`config.mk`:
```
export PLATFORM = sky130hd
export DESIGN_NAME = openofdm_tx_bit_framer_flat
export DESIGN_NICKNAME = d
export VERILOG_FILES = /design/src/rtl/openofdm_tx_bit_framer_if.sv /design/src/rtl/openofdm_tx_bit_framer.sv /design/src/flat_wrapper.sv
export SDC_FILE = /design/constraint.sdc
export NUM_CORES = 1
export LEC_CHECK = 0
export ABC_CLOCK_PERIOD_IN_PS = 4800
export BUFFER_PORTS_ARGS = -buffer_cell sky130_fd_sc_hd__buf_2
export CORE_UTILIZATION = 40
export CTS_CLUSTER_DIAMETER = 30
export DETAILED_ROUTE_END_ITERATION = 7
export GPL_TIMING_DRIVEN = 1
export PLACE_DENSITY = 0.56
export SYNTH_ARGS = -nofsm -noshare
export SYNTH_HDL_FRONTEND = slang
export SYNTH_SLANG_ARGS = --single-unit
```
`constraint.sdc`:
```
create_clock -name clock -period 4.8 [get_ports clock]
set_clock_uncertainty 0.15 [all_clocks]
set_input_delay 0.48 -clock clock [delete_from_list [all_inputs] [get_ports clock]]
set_output_delay 0.48 -clock clock [all_outputs]
set_load 0.02 [all_outputs]
```
`src/rtl/openofdm_tx_bit_framer_if.sv`:
```
// Handshake and command bundle between a packet source and the 802.11a/g transmit bit framer.
// master drives commands, PSDU bytes and encoder ready; slave is the framer.
interface openofdm_tx_bit_framer_if;
  logic        start;
  logic [3:0]  pkt_rate;
  logic [11:0] pkt_len;
  logic [6:0]  scr_seed;
  logic [7:0]  byte_in;
  logic        byte_in_valid;
  logic        byte_in_ready;
  logic        bit_out;
  logic        bit_out_valid;
  logic        bit_out_ready;
  logic        bit_is_signal;
  logic        sym_start;
  logic        busy;
  logic        done;
  logic        err;
  logic [14:0] n_ofdm_sym;

  modport master (
    output start, pkt_rate, pkt_len, scr_seed, byte_in, byte_in_valid, bit_out_ready,
    input  byte_in_ready, bit_out, bit_out_valid, bit_is_signal, sym_start, busy, done, err,
           n_ofdm_sym
  );

  modport slave (
    input  start, pkt_rate, pkt_len, scr_seed, byte_in, byte_in_valid, bit_out_ready,
    output byte_in_ready, bit_out, bit_out_valid, bit_is_signal, sym_start, busy, done, err,
           n_ofdm_sym
  );
endinterface

```
`src/rtl/openofdm_tx_bit_framer.sv`:
```
// 802.11a/g transmit bit framer: serialises SIGNAL, SERVICE, DATA, TAIL and PAD with the
// 802.11 scrambler applied to SERVICE/DATA/PAD, flagging OFDM symbol boundaries.
module openofdm_tx_bit_framer #(
  parameter logic [6:0] DEFAULT_SEED = 7'h5D
) (
  input logic                     clock,
  input logic                     reset,
  openofdm_tx_bit_framer_if.slave bus
);
  typedef enum logic [2:0] {
    S_IDLE, S_SIGNAL, S_SERVICE, S_DATA, S_TAIL, S_PAD, S_DONE
  } state_t;

  state_t      state_q, state_d;
  logic [23:0] sig_q, sig_d;
  logic [4:0]  cnt_q, cnt_d;
  logic [7:0]  sym_cnt_q, sym_cnt_d;
  logic [7:0]  ndbps_q, ndbps_d;
  logic [14:0] nsym_q, nsym_d;
  logic [6:0]  scr_q, scr_d;
  logic [11:0] len_q, len_d;
  logic [11:0] acc_q, acc_d;
  logic [11:0] sent_q, sent_d;
  logic [7:0]  byte_q, byte_d;
  logic        full_q, full_d;
  logic [2:0]  bit_idx_q, bit_idx_d;
  logic        err_q, err_d;

  logic        fb, xfer, sym_wrap, out_bit, out_valid, byte_take, scr_adv, sym_adv;
  logic [7:0]  ndbps_dec;
  logic [23:0] sig_new;

  // pkt_rate[3] is R1, so 4'b1101 reads as the 6 Mb/s code
  always_comb begin
    case (bus.pkt_rate)
      4'b1101: ndbps_dec = 8'd24;
      4'b1111: ndbps_dec = 8'd36;
      4'b0101: ndbps_dec = 8'd48;
      4'b0111: ndbps_dec = 8'd72;
      4'b1001: ndbps_dec = 8'd96;
      4'b1011: ndbps_dec = 8'd144;
      4'b0001: ndbps_dec = 8'd192;
      4'b0011: ndbps_dec = 8'd216;
      default: ndbps_dec = 8'd0;
    endcase
  end

  // SIGNAL word in transmit order, bit 0 goes out first
  always_comb begin
    sig_new       = '0;
    sig_new[3:0]  = {bus.pkt_rate[0], bus.pkt_rate[1], bus.pkt_rate[2], bus.pkt_rate[3]};
    sig_new[16:5] = bus.pkt_len;
    sig_new[17]   = ^sig_new[16:0];
  end

  assign fb       = scr_q[6] ^ scr_q[3];
  assign sym_wrap = (sym_cnt_q == ndbps_q - 8'd1);

  always_comb begin
    out_bit   = 1'b0;
    out_valid = 1'b0;
    case (state_q)
      S_SIGNAL:  begin out_bit = sig_q[0];                 out_valid = 1'b1;   end
      S_SERVICE: begin out_bit = fb;                       out_valid = 1'b1;   end
      S_DATA:    begin out_bit = byte_q[bit_idx_q] ^ fb;   out_valid = full_q; end
      S_TAIL:    begin out_bit = 1'b0;                     out_valid = 1'b1;   end
      S_PAD:     begin out_bit = fb;                       out_valid = 1'b1;   end
      default:   ;
    endcase
  end

  assign xfer    = out_valid & bus.bit_out_ready;
  assign scr_adv = xfer & (state_q inside {S_SERVICE, S_DATA, S_PAD});
  assign sym_adv = xfer & (state_q inside {S_SERVICE, S_DATA, S_TAIL, S_PAD});

  // Refill may overlap the transfer of the current byte's last bit
  assign bus.byte_in_ready = (state_q == S_DATA) && (acc_q != len_q) &&
                             (!full_q || (xfer && bit_idx_q == 3'd7));
  assign byte_take         = bus.byte_in_ready & bus.byte_in_valid;

  assign bus.bit_out       = out_bit;
  assign bus.bit_out_valid = out_valid;
  assign bus.bit_is_signal = (state_q == S_SIGNAL);
  assign bus.sym_start     = ((state_q == S_SIGNAL) && (cnt_q == 5'd0)) ||
                             ((state_q inside {S_SERVICE, S_DATA, S_TAIL, S_PAD}) &&
                              (sym_cnt_q == 8'd0));
  assign bus.busy          = (state_q != S_IDLE) && (state_q != S_DONE);
  assign bus.done          = (state_q == S_DONE);
  assign bus.err           = err_q;
  assign bus.n_ofdm_sym    = nsym_q;

  always_comb begin
    state_d   = state_q;
    sig_d     = sig_q;
    cnt_d     = cnt_q;
    sym_cnt_d = sym_cnt_q;
    ndbps_d   = ndbps_q;
    nsym_d    = nsym_q;
    scr_d     = scr_q;
    len_d     = len_q;
    acc_d     = acc_q;
    sent_d    = sent_q;
    byte_d    = byte_q;
    full_d    = full_q;
    bit_idx_d = bit_idx_q;
    err_d     = 1'b0;

    if (scr_adv) scr_d = {scr_q[5:0], fb};
    if (sym_adv) begin
      sym_cnt_d = sym_wrap ? 8'd0 : sym_cnt_q + 8'd1;
      nsym_d    = nsym_q + {14'd0, sym_wrap};
    end

    case (state_q)
      S_IDLE: begin
        if (bus.start) begin
          if (ndbps_dec != 8'd0 && bus.pkt_len != 12'd0) begin
            state_d   = S_SIGNAL;
            sig_d     = sig_new;
            len_d     = bus.pkt_len;
            ndbps_d   = ndbps_dec;
            scr_d     = (bus.scr_seed == 7'd0) ? DEFAULT_SEED : bus.scr_seed;
            nsym_d    = '0;
            cnt_d     = '0;
            sym_cnt_d = '0;
            acc_d     = '0;
            sent_d    = '0;
            full_d    = 1'b0;
            bit_idx_d = '0;
          end else begin
            err_d = 1'b1;
          end
        end
      end
      S_SIGNAL: begin
        if (xfer) begin
          sig_d = sig_q >> 1;
          if (cnt_q == 5'd23) begin
            cnt_d   = '0;
            state_d = S_SERVICE;
          end else begin
            cnt_d = cnt_q + 5'd1;
          end
        end
      end
      S_SERVICE: begin
        if (xfer) begin
          if (cnt_q == 5'd15) begin
            cnt_d   = '0;
            state_d = S_DATA;
          end else begin
            cnt_d = cnt_q + 5'd1;
          end
        end
      end
      S_DATA: begin
        if (xfer) begin
          bit_idx_d = bit_idx_q + 3'd1;
          if (bit_idx_q == 3'd7) begin
            full_d = 1'b0;
            sent_d = sent_q + 12'd1;
            if (sent_q == len_q - 12'd1) state_d = S_TAIL;
          end
        end
        if (byte_take) begin
          byte_d = bus.byte_in;
          full_d = 1'b1;
          acc_d  = acc_q + 12'd1;
        end
      end
      S_TAIL: begin
        if (xfer) begin
          if (cnt_q == 5'd5) begin
            cnt_d   = '0;
            // A tail ending exactly on a symbol boundary needs no pad
            state_d = sym_wrap ? S_DONE : S_PAD;
          end else begin
            cnt_d = cnt_q + 5'd1;
          end
        end
      end
      S_PAD: begin
        if (xfer && sym_wrap) state_d = S_DONE;
      end
      S_DONE:  state_d = S_IDLE;
      default: state_d = S_IDLE;
    endcase
  end

  always_ff @(posedge clock) begin
    if (reset) begin
      state_q   <= S_IDLE;
      sig_q     <= '0;
      cnt_q     <= '0;
      sym_cnt_q <= '0;
      ndbps_q   <= '0;
      nsym_q    <= '0;
      scr_q     <= '0;
      len_q     <= '0;
      acc_q     <= '0;
      sent_q    <= '0;
      byte_q    <= '0;
      full_q    <= 1'b0;
      bit_idx_q <= '0;
      err_q     <= 1'b0;
    end else begin
      state_q   <= state_d;
      sig_q     <= sig_d;
      cnt_q     <= cnt_d;
      sym_cnt_q <= sym_cnt_d;
      ndbps_q   <= ndbps_d;
      nsym_q    <= nsym_d;
      scr_q     <= scr_d;
      len_q     <= len_d;
      acc_q     <= acc_d;
      sent_q    <= sent_d;
      byte_q    <= byte_d;
      full_q    <= full_d;
      bit_idx_q <= bit_idx_d;
      err_q     <= err_d;
    end
  end
endmodule

```
`src/flat_wrapper.sv`:
```
// flat-port wrapper written by rule: the top's interface ports become plain ports
module openofdm_tx_bit_framer_flat 
#(
  parameter logic [6:0] DEFAULT_SEED = 7'h5D
)
  (clock, reset, bus_start, bus_pkt_rate, bus_pkt_len, bus_scr_seed, bus_byte_in, bus_byte_in_valid, bus_bit_out_ready, bus_byte_in_ready, bus_bit_out, bus_bit_out_valid, bus_bit_is_signal, bus_sym_start, bus_busy, bus_done, bus_err, bus_n_ofdm_sym);
  openofdm_tx_bit_framer_if bus_i ();
  input logic clock;
  input logic reset;
  input wire logic [$bits(bus_i.start)-1:0] bus_start;
  input wire logic [$bits(bus_i.pkt_rate)-1:0] bus_pkt_rate;
  input wire logic [$bits(bus_i.pkt_len)-1:0] bus_pkt_len;
  input wire logic [$bits(bus_i.scr_seed)-1:0] bus_scr_seed;
  input wire logic [$bits(bus_i.byte_in)-1:0] bus_byte_in;
  input wire logic [$bits(bus_i.byte_in_valid)-1:0] bus_byte_in_valid;
  input wire logic [$bits(bus_i.bit_out_ready)-1:0] bus_bit_out_ready;
  output wire logic [$bits(bus_i.byte_in_ready)-1:0] bus_byte_in_ready;
  output wire logic [$bits(bus_i.bit_out)-1:0] bus_bit_out;
  output wire logic [$bits(bus_i.bit_out_valid)-1:0] bus_bit_out_valid;
  output wire logic [$bits(bus_i.bit_is_signal)-1:0] bus_bit_is_signal;
  output wire logic [$bits(bus_i.sym_start)-1:0] bus_sym_start;
  output wire logic [$bits(bus_i.busy)-1:0] bus_busy;
  output wire logic [$bits(bus_i.done)-1:0] bus_done;
  output wire logic [$bits(bus_i.err)-1:0] bus_err;
  output wire logic [$bits(bus_i.n_ofdm_sym)-1:0] bus_n_ofdm_sym;
  assign bus_i.start = bus_start;
  assign bus_i.pkt_rate = bus_pkt_rate;
  assign bus_i.pkt_len = bus_pkt_len;
  assign bus_i.scr_seed = bus_scr_seed;
  assign bus_i.byte_in = bus_byte_in;
  assign bus_i.byte_in_valid = bus_byte_in_valid;
  assign bus_i.bit_out_ready = bus_bit_out_ready;
  assign bus_byte_in_ready = bus_i.byte_in_ready;
  assign bus_bit_out = bus_i.bit_out;
  assign bus_bit_out_valid = bus_i.bit_out_valid;
  assign bus_bit_is_signal = bus_i.bit_is_signal;
  assign bus_sym_start = bus_i.sym_start;
  assign bus_busy = bus_i.busy;
  assign bus_done = bus_i.done;
  assign bus_err = bus_i.err;
  assign bus_n_ofdm_sym = bus_i.n_ofdm_sym;
  openofdm_tx_bit_framer #(.DEFAULT_SEED(DEFAULT_SEED)) u_core (.clock(clock), .reset(reset), .bus(bus_i));
endmodule
```
[Yosys cells after proc, flatten, opt, wreduce, memory -nomap -nowiden]
Memory sizes are Yosys's and may differ from the RTL's.
Index checks and enable logic that the tools add are counted.
Storage, ports and cells
  register bits after elaboration: 119
  memory bits (read-only): 96
  input bits: 36
  output and inout bits: 23
  logic and storage cells: 160
  memories kept: 1
Memories
  (no name shown): depth 16, width 6, read ports 1, clocked after memory_dff 0, wr ports 0, RTL line openofdm_tx_bit_framer.sv:35  | case (bus.pkt_rate)
Operators by class
  add/subtract/negate cells: 8
  magnitude comparators: 1
  eq/ne operators: 29
  muxes and demuxes: 63
  bitwise gates (word level): 8
  reductions and logical operators: 36
Operators by type and width (number)
  two-way mux 24 bit: 3
  two-way mux 12 bit: 5
  two-way mux 15 bit: 4
  case mux 12 bit (2 select lines): 2
  case mux 24 bit (2 select lines): 1
  two-way mux 3 bit: 15
  two-way mux 5 bit: 8
  two-way mux 8 bit: 5
  two-way mux 7 bit: 5
  adder 12 x 1 -> 12 bit, second input constant: 2
  case mux 5 bit (4 select lines): 1
  case mux 3 bit (6 select lines): 1
  parity 17 bit: 1
  adder 15 x 1 -> 15 bit: 1
  inequality test 2 x 1 -> 1 bit, second input constant: 7
  == test 12 bit: 1
  == test 3 bit, second input constant: 4
  inequality test 12 bit: 1
  inequality test 2 bit, second input constant: 6
  AND reduction 12 bit: 1
  AND reduction 4 bit: 3
  nonzero test 12 bit: 1
  subtractor 12 x 1 -> 12 bit, second input constant: 1
  AND reduction 5 bit: 2
  other kinds (40): 64

[Logic depth before layout (Yosys ltp)]
Gate-level depths: netlist of the first run.
  depth in word-level cells: 10
  depth in mapped cells: 13
  depth with buffers taken out: 12

[Worst setup path before layout of the first run]
Ideal clock, no wire load.
  path kind: register to register
  start: reg u_core.ndbps_q[2]
  end: reg u_core.nsym_q[14], in the netlist u_core.bus.n_ofdm_sym[14]
  setup time: 128 ps
  arrival time: 2578 ps
  required time: 4522 ps
  slack: 1944 ps
  stages on the path, launching flop included: 14
  path buffers: 1
  period minus slack after synthesis: 2856 ps
  path through: dfxtp_1 -> inv_1 -> ha_1 -> and2_1 -> o21a_1 -> o31ai_1 -> and3_1 -> clkbuf_1 -> ha_1 -> ha_1 -> nand2_1 -> nor4_1 -> xnor2_1 -> nor2_1
Between the ends
  cells in the longest elaborated chain, start to end: 7
Ends and longest elaborated chain
  start: declaration: RTL line openofdm_tx_bit_framer.sv:18  | logic [7:0] ndbps_q, ndbps_d;
  start signal: assignment: RTL line openofdm_tx_bit_framer.sv:211  | ndbps_q <= ndbps_d;
  subtractor 8 x 1 -> 8 bit *: RTL line openofdm_tx_bit_framer.sv:57  | assign sym_wrap = (sym_cnt_q == ndbps_q - 8'd1);
  == test 8 bit *: RTL line openofdm_tx_bit_framer.sv:57
  adder 15 x 1 -> 15 bit *: RTL line openofdm_tx_bit_framer.sv:111  | nsym_d = nsym_q + {14'd0, sym_wrap};
  two-way mux 15 bit *: RTL line openofdm_tx_bit_framer.sv:109  | if (sym_adv) begin
  two-way mux 15 bit: RTL line openofdm_tx_bit_framer.sv:117  | if (ndbps_dec != 8'd0 && bus.pkt_len != 12'd0) begin
  two-way mux 15 bit: RTL line openofdm_tx_bit_framer.sv:116  | if (bus.start) begin
  two-way mux 15 bit *: RTL line openofdm_tx_bit_framer.sv:114  | case (state_q)
  end signal: assignment: RTL line openofdm_tx_bit_framer.sv:212  | nsym_q <= nsym_d;
  end: declaration: RTL line openofdm_tx_bit_framer.sv:19  | logic [14:0] nsym_q, nsym_d;
Mark *: on every way between the ends. The rest lies on a longest branch, timed or not.
A chain may end at the register's enable or synchronous reset.

[Final worst setup path of the first run]
Ends and elaborated chain as after synthesis.

==> key figures, run 1 <==
Outcome
  – Status: complete, no violations

Timing
  – Final Critical Period: 3.22 ns
  – Fin. Hold Viols: 0
  – RSZ-0062 raised after global routing: false
  – Tightest Pin Transition: 1.18 ns
  – Final worst slack: 1.58 ns
  – Setup TNS: 0 ns
  – Relative slew slack: 0.206
  – Hold_ws: 0.207 ns
  – Final period utilization: 0.670
  – Final setup vio count: 0
  – Max Slew Vio Count: 0
  – Achievable frequency: 0.311 GHz

Detailed routing
  – Vias: 5448
  – DR vias/cell: 5.43
  – Starting DRT DRC Count: 316
  – Drt pass-1 iters: 5
  – Routed wire length: 15300 um
  – Wire per inst: 15.2 um
  – Antenna viol nets, final: 0
  – DRC: 0

Worst setup path
  – WS Path Type: flop to flop
  – R2R depth: 12
  – CP Launch Type: flop
  – Required @ worst endpoint: 4.89 ns
  – R2r startpoint: u_core.ndbps_q[2]$_SDFFE_PP0P_
  – Worst setup EP type: flop
  – Max FO, Critical Path: 10
  – Worst r2r dst: u_core.bus.n_ofdm_sym[14]$_SDFF_PP0_
  – Flop2flop setup slack: 1.58 ns
  – CP arrival: 3.31 ns

Finish
  – Share of layout cells above drive strength 1: 0.128
  – Design Area, Final: 7020 um2
  – Fillers: 1533
  – Layout area overhead: 11.0%
  – Nets: 840
  – Commonest cells after routing, fill and taps aside: dfxtp_1 (111), nand2_1 (89), nor2_1 (83), buf_2 (58), xnor2_1 (56)
  – Non-filler cells, final: 1003
  – Most common cell after layout, fill and taps aside: dfxtp_1
  – Diode count: 0

Die
  – Die area: 16300 um2
  – CORE AREA: 15300 um2
  – Die W: 128 um
  – I/O pin cnt: 59
  – Initial Util: 0.413
  – Site Rows: 45
  – Die Y-Extent: 128 um

Synthesis
  – Post-synthesis mux area share: 0.0708
  – Primary FF master, synth: dfxtp_1
  – Post-Synthesis Cells: 760
  – Compound-Gate Fraction of Synth Area: 0.141
  – Number of synthesized flops with an enable pin: 0
  – XOR/XNOR Fraction of Synth Area: 0.106
  – Synth warn: 0
  – Synth Area in Adders: 0.0336
  – Sequential element share of the synthesized area: 0.351
  – Synthesized cell area: 6330 um2
  – Syn Nets: 813
  – Synthesized area per cell: 8.33 um2
  – Synth cell types: 69
  – Post-Synth Simple-Gate Area: 0.248
  – #FFs+latches synth: 111
  – FFs w/ async S/R, synth: 0
  – Largest family of logic cells by synthesized area: simple AND/OR/NAND/NOR gates

Placement
  – Placed cell area: 6720 um2
  – GP Congestion: 0.831
  – IO Port Bufs: 58
  – Setup WS pre-CTS: 1.60 ns
  – DP Wirelength: 10900 um
  – Placed Instances: 987

Global routing
  – Antenna violations before repair: 0
  – Vias in the first global route: 5053
  – Aggregate global routing overflow: 0
  – Largest net degree at the start of global routing: 71
  – First-pass GRT wire length: 25200 um
  – Gr usage total: 0.193

Clock tree
  – Clk_lat worst skew: 0.36 ns
  – Clock root cell: clkbuf_16
  – CTS H-tree depth: 3
  – CTS tree: done
  – Cts hold-fix bufs: 0
  – Reg clk slew, reported paths: 0.07 ns
  – CTS resizes: 0
  – Clock sinks: 111
  – # Post-CTS Setup Buffers: 0
  – Max Buffers Root-to-Sink: 2
  – Num CTS Buffers: 9

Power
  – Clk pwr share: 0.328
  – Power per cell area: 332 nW/um2
  – Combinational Power Share: 0.226
  – Max VDD drop: 182 uV
  – Reg power frac: 0.446
  – Leakage: 2.62 nW
  – P_int: 0.00162 W
  – Switching power: 0.000711 W
  – Sw Ratio: 0.305

Hold path
  – Hold_sp: bus_byte_in[4]
  – Worst Hold End: u_core.byte_q[4]$_SDFFE_PP0P_
  – Worst hold path type: primary input to flop
  – Hold Path Cell Cnt: 3

Run
  – Max-Cap Viols: 0
[layout make-up]
type	count	area (um2)	share of cell area
Multi-Input combinational cell	573	3800	0.541
Sequential cell	111	2220	0.316
Timing Repair Buffer	64	335	0.0478
Tap cell	211	264	0.0376
Clock buffer	11	243	0.0346
Inverter	28	105	0.0150
Clock inverter	5	56.3	0.00802
[sequential cells by signal, indices dropped and copies added (netlist names), 6 cells and up]
signal,cells
u_core.sig_q,18
u_core.bus.n_ofdm_sym,15
u_core.scr_q,7
u_core.sym_cnt_q,8
u_core.byte_q,8
u_core.ndbps_q,6
u_core.len_q,12
u_core.sent_q,12
u_core.acc_q,12
[per-layer routing]
layer / share of wire / global-route usage / wire (um)
met1: 0.48 / 0.253 / 7350
met2: 0.46 / 0.317 / 7040
met3: 0.044 / 0.0442 / 679
met4: 0.013 / 0.0540 / 197
met5: 0 / 0 / 0
[worst max-delay path: stages, from the launching register on]
cell     delay, ns
dfxtp_1       0.42
inv_1         0.07
ha_1          0.21
and2_1        0.19
o21a_1        0.19
o31ai_1       0.24
and3_1        0.46
ha_1          0.25
ha_1          0.16
nand2_1       0.15
nor4_1        0.40
xnor2_1       0.17
nor2_1        0.05
[synthesized netlist by cell type, types with 11 or more instances]
master	instances	share of area
mux2i_1	38	0.060
a21oi_1	41	0.032
xnor2_1	56	0.078
inv_1	28	0.017
nand2_1	89	0.053
o21ai_0	12	0.0095
ha_1	17	0.034
dfxtp_1	111	0.35
a211oi_1	28	0.033
clkbuf_1	33	0.020
nor4_1	22	0.022
nand2b_1	11	0.011
nand4_1	17	0.017
nor2_1	83	0.049
nand3_1	17	0.013
nor3_1	19	0.015
xor2_1	13	0.018
[per-stage QoR]
stage / utilization / total power, W
2_1_floorplan: - / 0.00146
3_3_place_gp: 0.439 / 0.00158
3_5_place_dp: 0.439 / 0.00159
4_1_cts: 0.458 / 0.00236
5_1_grt: 0.458 / 0.00247
6_report: 0.458 / 0.00233
[logic make-up after synthesis]
logic type / count (synthesis)
compound gates: 132
simple gates: 310
flops: 111
xor+xnor: 72
buf+inv: 76
fa+ha+maj: 17
mux: 42
[power groups by stage]
stage / registers (W) / logic [W] / clock network (W)
after global placement: 0.00106 / 0.000517 / 0
after global routing: 0.00105 / 0.000590 / 0.000828
final: 0.00104 / 0.000527 / 0.000764
after CTS: 0.00104 / 0.000531 / 0.000788
after detailed placement: 0.00106 / 0.000528 / 0
after floorplan: 0.00103 / 0.000433 / 0
[how the worst max path moves through the flow]
stage	slack, ns	endpoint	start
2_1_floorplan	1.94	u_core.bus.n_ofdm_sym[14]$_SDFF_PP0_	u_core.ndbps_q[2]$_SDFFE_PP0P_
3_3_place_gp	1.75	u_core.bus.n_ofdm_sym[14]$_SDFF_PP0_	u_core.ndbps_q[2]$_SDFFE_PP0P_
3_5_place_dp	1.60	u_core.bus.n_ofdm_sym[14]$_SDFF_PP0_	u_core.ndbps_q[2]$_SDFFE_PP0P_
4_1_cts	1.58	u_core.bus.n_ofdm_sym[14]$_SDFF_PP0_	u_core.ndbps_q[2]$_SDFFE_PP0P_
5_1_grt	1.32	u_core.bus.n_ofdm_sym[14]$_SDFF_PP0_	u_core.ndbps_q[2]$_SDFFE_PP0P_
6_report	1.58	u_core.bus.n_ofdm_sym[14]$_SDFF_PP0_	u_core.ndbps_q[2]$_SDFFE_PP0P_
No activity file was read; power rests on OpenSTA's default activity.
==> run 2: changes to the inputs <==
--- a/config.mk
+++ b/config.mk
@@ -5,7 +5,7 @@
 export SDC_FILE = /design/constraint.sdc
 export NUM_CORES = 1
 export LEC_CHECK = 0
-export ABC_CLOCK_PERIOD_IN_PS = 4800
+export ABC_CLOCK_PERIOD_IN_PS = 3300
 export BUFFER_PORTS_ARGS = -buffer_cell sky130_fd_sc_hd__buf_2
 export CORE_UTILIZATION = 40
 export CTS_CLUSTER_DIAMETER = 30
==> constraint.sdc (replaced) <==
create_clock -name clock -period 3.3 [get_ports clock]
set_clock_uncertainty 0.15 [all_clocks]
set_input_delay 0.33 -clock clock [delete_from_list [all_inputs] [get_ports clock]]
set_output_delay 0.33 -clock clock [all_outputs]
set_load 0.02 [all_outputs]
==> run 2 against run 1 <==
  * Worst setup slack got worse by 1.2 ns
  * Clock-buffer cell count rose by 2
  * Sequential cell count did not move
  * Combinational power rose by 46%
  * Critical path type is now flop to primary output
  * Highest routed layer unchanged
==> key figures, run 2 (synthesized netlist as in run 1, its figures left out) <==
Outcome
  – Status: complete, no violations (unchanged)

Timing
  – Hold_ws: 0.0669 ns (was 0.207 ns)
  – RSZ-0062 raised after global routing: false (unchanged)
  – Max Slew Vio Count: 0 (unchanged)
  – Setup TNS: 0 ns (unchanged)
  – Final setup vio count: 0 (unchanged)
  – Final Critical Period: 2.92 ns
  – Relative slew slack: 0.278 (was 0.206)
  – Tightest Pin Transition: 1.08 ns (was 1.18 ns)
  – Final period utilization: 0.885
  – Achievable frequency: 0.343 GHz
  – Fin. Hold Viols: 0 (unchanged)

Detailed routing
  – Wire per inst: 15.1 um (was 15.2 um)
  – Starting DRT DRC Count: 278 (was 316)
  – Routed wire length: 15200 um (was 15300 um)
  – Antenna viol nets, final: 0 (unchanged)
  – DRC: 0 (unchanged)
  – DR vias/cell: 5.38 (was 5.43)
  – Vias: 5422 (was 5448)
  – Drt pass-1 iters: 4 (was 5)

Finish
  – Final core utilization: 0.459 (was 0.458)
  – Register bank with the most flops: u_core.sig_q (unchanged)
  – Diode count: 0 (unchanged)
  – Layout area overhead: 11.2% (was 11.0%)
  – Max reg flops: 18 (unchanged)
  – Most common cell after layout, fill and taps aside: dfxtp_1 (unchanged)
  – Commonest cells after routing, fill and taps aside: dfxtp_1 (111), nand2_1 (89), nor2_1 (83), buf_2 (58), xnor2_1 (56) (unchanged)
  – Nets: 845 (was 840)
  – Share of layout cells above drive strength 1: 0.131 (was 0.128)

Worst setup path
  – R2R depth: 12 (unchanged)
  – WS Path Type: flop to primary output (was flop to flop)
  – CP arrival: 2.44 ns (was 3.31 ns)
  – CP max stage delay: 0.69 ns (was 0.46 ns)
  – R2r startpoint: u_core.ndbps_q[2]$_SDFFE_PP0P_ (unchanged)
  – Worst r2r dst: u_core.bus.n_ofdm_sym[14]$_SDFF_PP0_ (unchanged)
  – CP Cell Sequence: inv_1 -> nand2_1 -> a41oi_1 -> nor3_1 -> buf_2 (was inv_1 -> ha_1 -> and2_1 -> o21a_1 -> o31ai_1 -> and3_1 -> ha_1 -> ha_1 -> nand2_1 -> nor4_1 -> xnor2_1 -> nor2_1)
  – Required @ worst endpoint: 2.82 ns (was 4.89 ns)
  – Crit-path slowest cell: dfxtp_1 (was and3_1)
  – Max FO, Critical Path: 19 (was 10)
  – Flop2flop setup slack: 0.40 ns (was 1.58 ns)
  – CP Launch Type: flop (unchanged)
  – Worst setup EP type: primary output (was flop)

Clock tree
  – Clock sinks: 111 (unchanged)
  – Num CTS Buffers: 9 (unchanged)
  – # Post-CTS Setup Buffers: 0 (unchanged)
  – CTS H-tree depth: 3 (unchanged)
  – Cts hold-fix bufs: 0 (unchanged)
  – CTS resizes: 0 (unchanged)
  – Clock root cell: clkbuf_16 (unchanged)
  – Clk_lat worst skew: 0.35 ns (was 0.36 ns)
  – Reg clk slew, reported paths: 0.07 ns (about the same)
  – Max Buffers Root-to-Sink: 2 (unchanged)
  – CTS tree: done (unchanged)

Die
  – Die area: 16300 um2 (unchanged)
  – Site Rows: 45 (unchanged)
  – CORE AREA: 15300 um2 (unchanged)
  – I/O pin cnt: 59 (unchanged)
  – Die Y-Extent: 128 um (unchanged)
  – Die W: 128 um (unchanged)
  – Initial Util: 0.413 (unchanged)

Global routing
  – Aggregate global routing overflow: 0 (unchanged)
  – First-pass GRT wire length: 25600 um (was 25200 um)
  – Met3 capacity usage during global routing: 0.0422 (was 0.0442)
  – Antenna violations before repair: 0 (unchanged)
  – Vias in the first global route: 5083 (was 5053)
  – Global routing usage on met2: 0.309 (was 0.317)
  – GRT Max-Usage Layer: met2 (unchanged)
  – GRT met1 Usage: 0.268 (was 0.253)
  – Gr usage total: 0.195 (was 0.193)
  – Largest net degree at the start of global routing: 64 (was 71)

Power
  – Max VDD drop: 319 uV (was 182 uV)
  – Power per cell area: 472 nW/um2 (was 332 nW/um2)
  – Leakage: 2.63 nW (was 2.62 nW)

Hold path
  – Hold_sp: bus_byte_in[7] (was bus_byte_in[4])
  – Worst Hold End: u_core.byte_q[7]$_SDFFE_PP0P_ (was u_core.byte_q[4]$_SDFFE_PP0P_)
  – Worst hold path type: primary input to flop (unchanged)
  – Hold Path Cell Cnt: 3 (unchanged)

Placement
  – GP Congestion: 0.835 (was 0.831)
  – IO Port Bufs: 58 (unchanged)
  – DP Wirelength: 11200 um (was 10900 um)

Run
  – Max-Cap Viols: 0 (unchanged)
-- run 2: cell types whose count changed in the layout (fill, tap and decap cells not counted) --
cell,delta
clkinvlp_4,-1
clkbuf_1,+1
bufinv_16,-1
buf_4,+5
clkinv_2,-1
clkbuf_8,+1
-- run 2: worst max path at each step --
stage	start	to	slack, ns
6_report	u_core.state_q[0]$_SDFFE_PP0P_	bus_byte_in_ready	0.38
5_1_grt	u_core.ndbps_q[2]$_SDFFE_PP0P_	u_core.bus.n_ofdm_sym[14]$_SDFF_PP0_	0.18
4_1_cts	u_core.ndbps_q[2]$_SDFFE_PP0P_	u_core.bus.n_ofdm_sym[14]$_SDFF_PP0_	0.38
3_5_place_dp	u_core.ndbps_q[2]$_SDFFE_PP0P_	u_core.bus.n_ofdm_sym[14]$_SDFF_PP0_	0.38
3_3_place_gp	u_core.ndbps_q[2]$_SDFFE_PP0P_	u_core.bus.n_ofdm_sym[14]$_SDFF_PP0_	0.55
2_1_floorplan	u_core.ndbps_q[2]$_SDFFE_PP0P_	u_core.bus.n_ofdm_sym[14]$_SDFF_PP0_	0.44
-- run 2: worst max-delay path: cells and delay by family (launching register included) --
kind,cells,cell delay [ns]
flops,1,0.69
buf+inv,2,0.44
simple gates,2,0.66
compound gates,1,0.29
-- run 2: where the power goes --
part           internal, W  switching [W]  total, W
Combinational     0.000328       0.000439  0.000767
Sequential         0.00143      0.0000900   0.00152
Clock             0.000552       0.000487   0.00104
Total              0.00231        0.00102   0.00332
-- run 2: layout make-up --
cell class / count / area [um2]
Sequential cell: 111 / 2220
Timing Repair Buffer: 69 / 373
Tap cell: 211 / 264
Clock inverter: 2 / 13.8
Inverter: 28 / 105
Clock buffer: 13 / 260
Multi-Input combinational cell: 573 / 3800
Fill cell: 1558 / 8280
-- run 2: metal layers --
metal | wire length [um] | vias up
li1 | - | 2762
met1 | 7490 | 2564
met2 | 6980 | 82
met3 | 553 | 14
met4 | 180 | 0
met5 | 0 | -
-- run 2: metrics by stage --
step	total power (W)	setup slack, ns	std cells	instance area (um2)
4_1_cts	0.00336	0.377	1007	7030
3_3_place_gp	0.00230	0.553	992	6760
5_1_grt	0.00351	0.177	1007	7030
6_report	0.00332	0.381	1007	7030
2_1_floorplan	0.00213	0.444	760	6330
3_5_place_dp	0.00232	0.382	992	6760
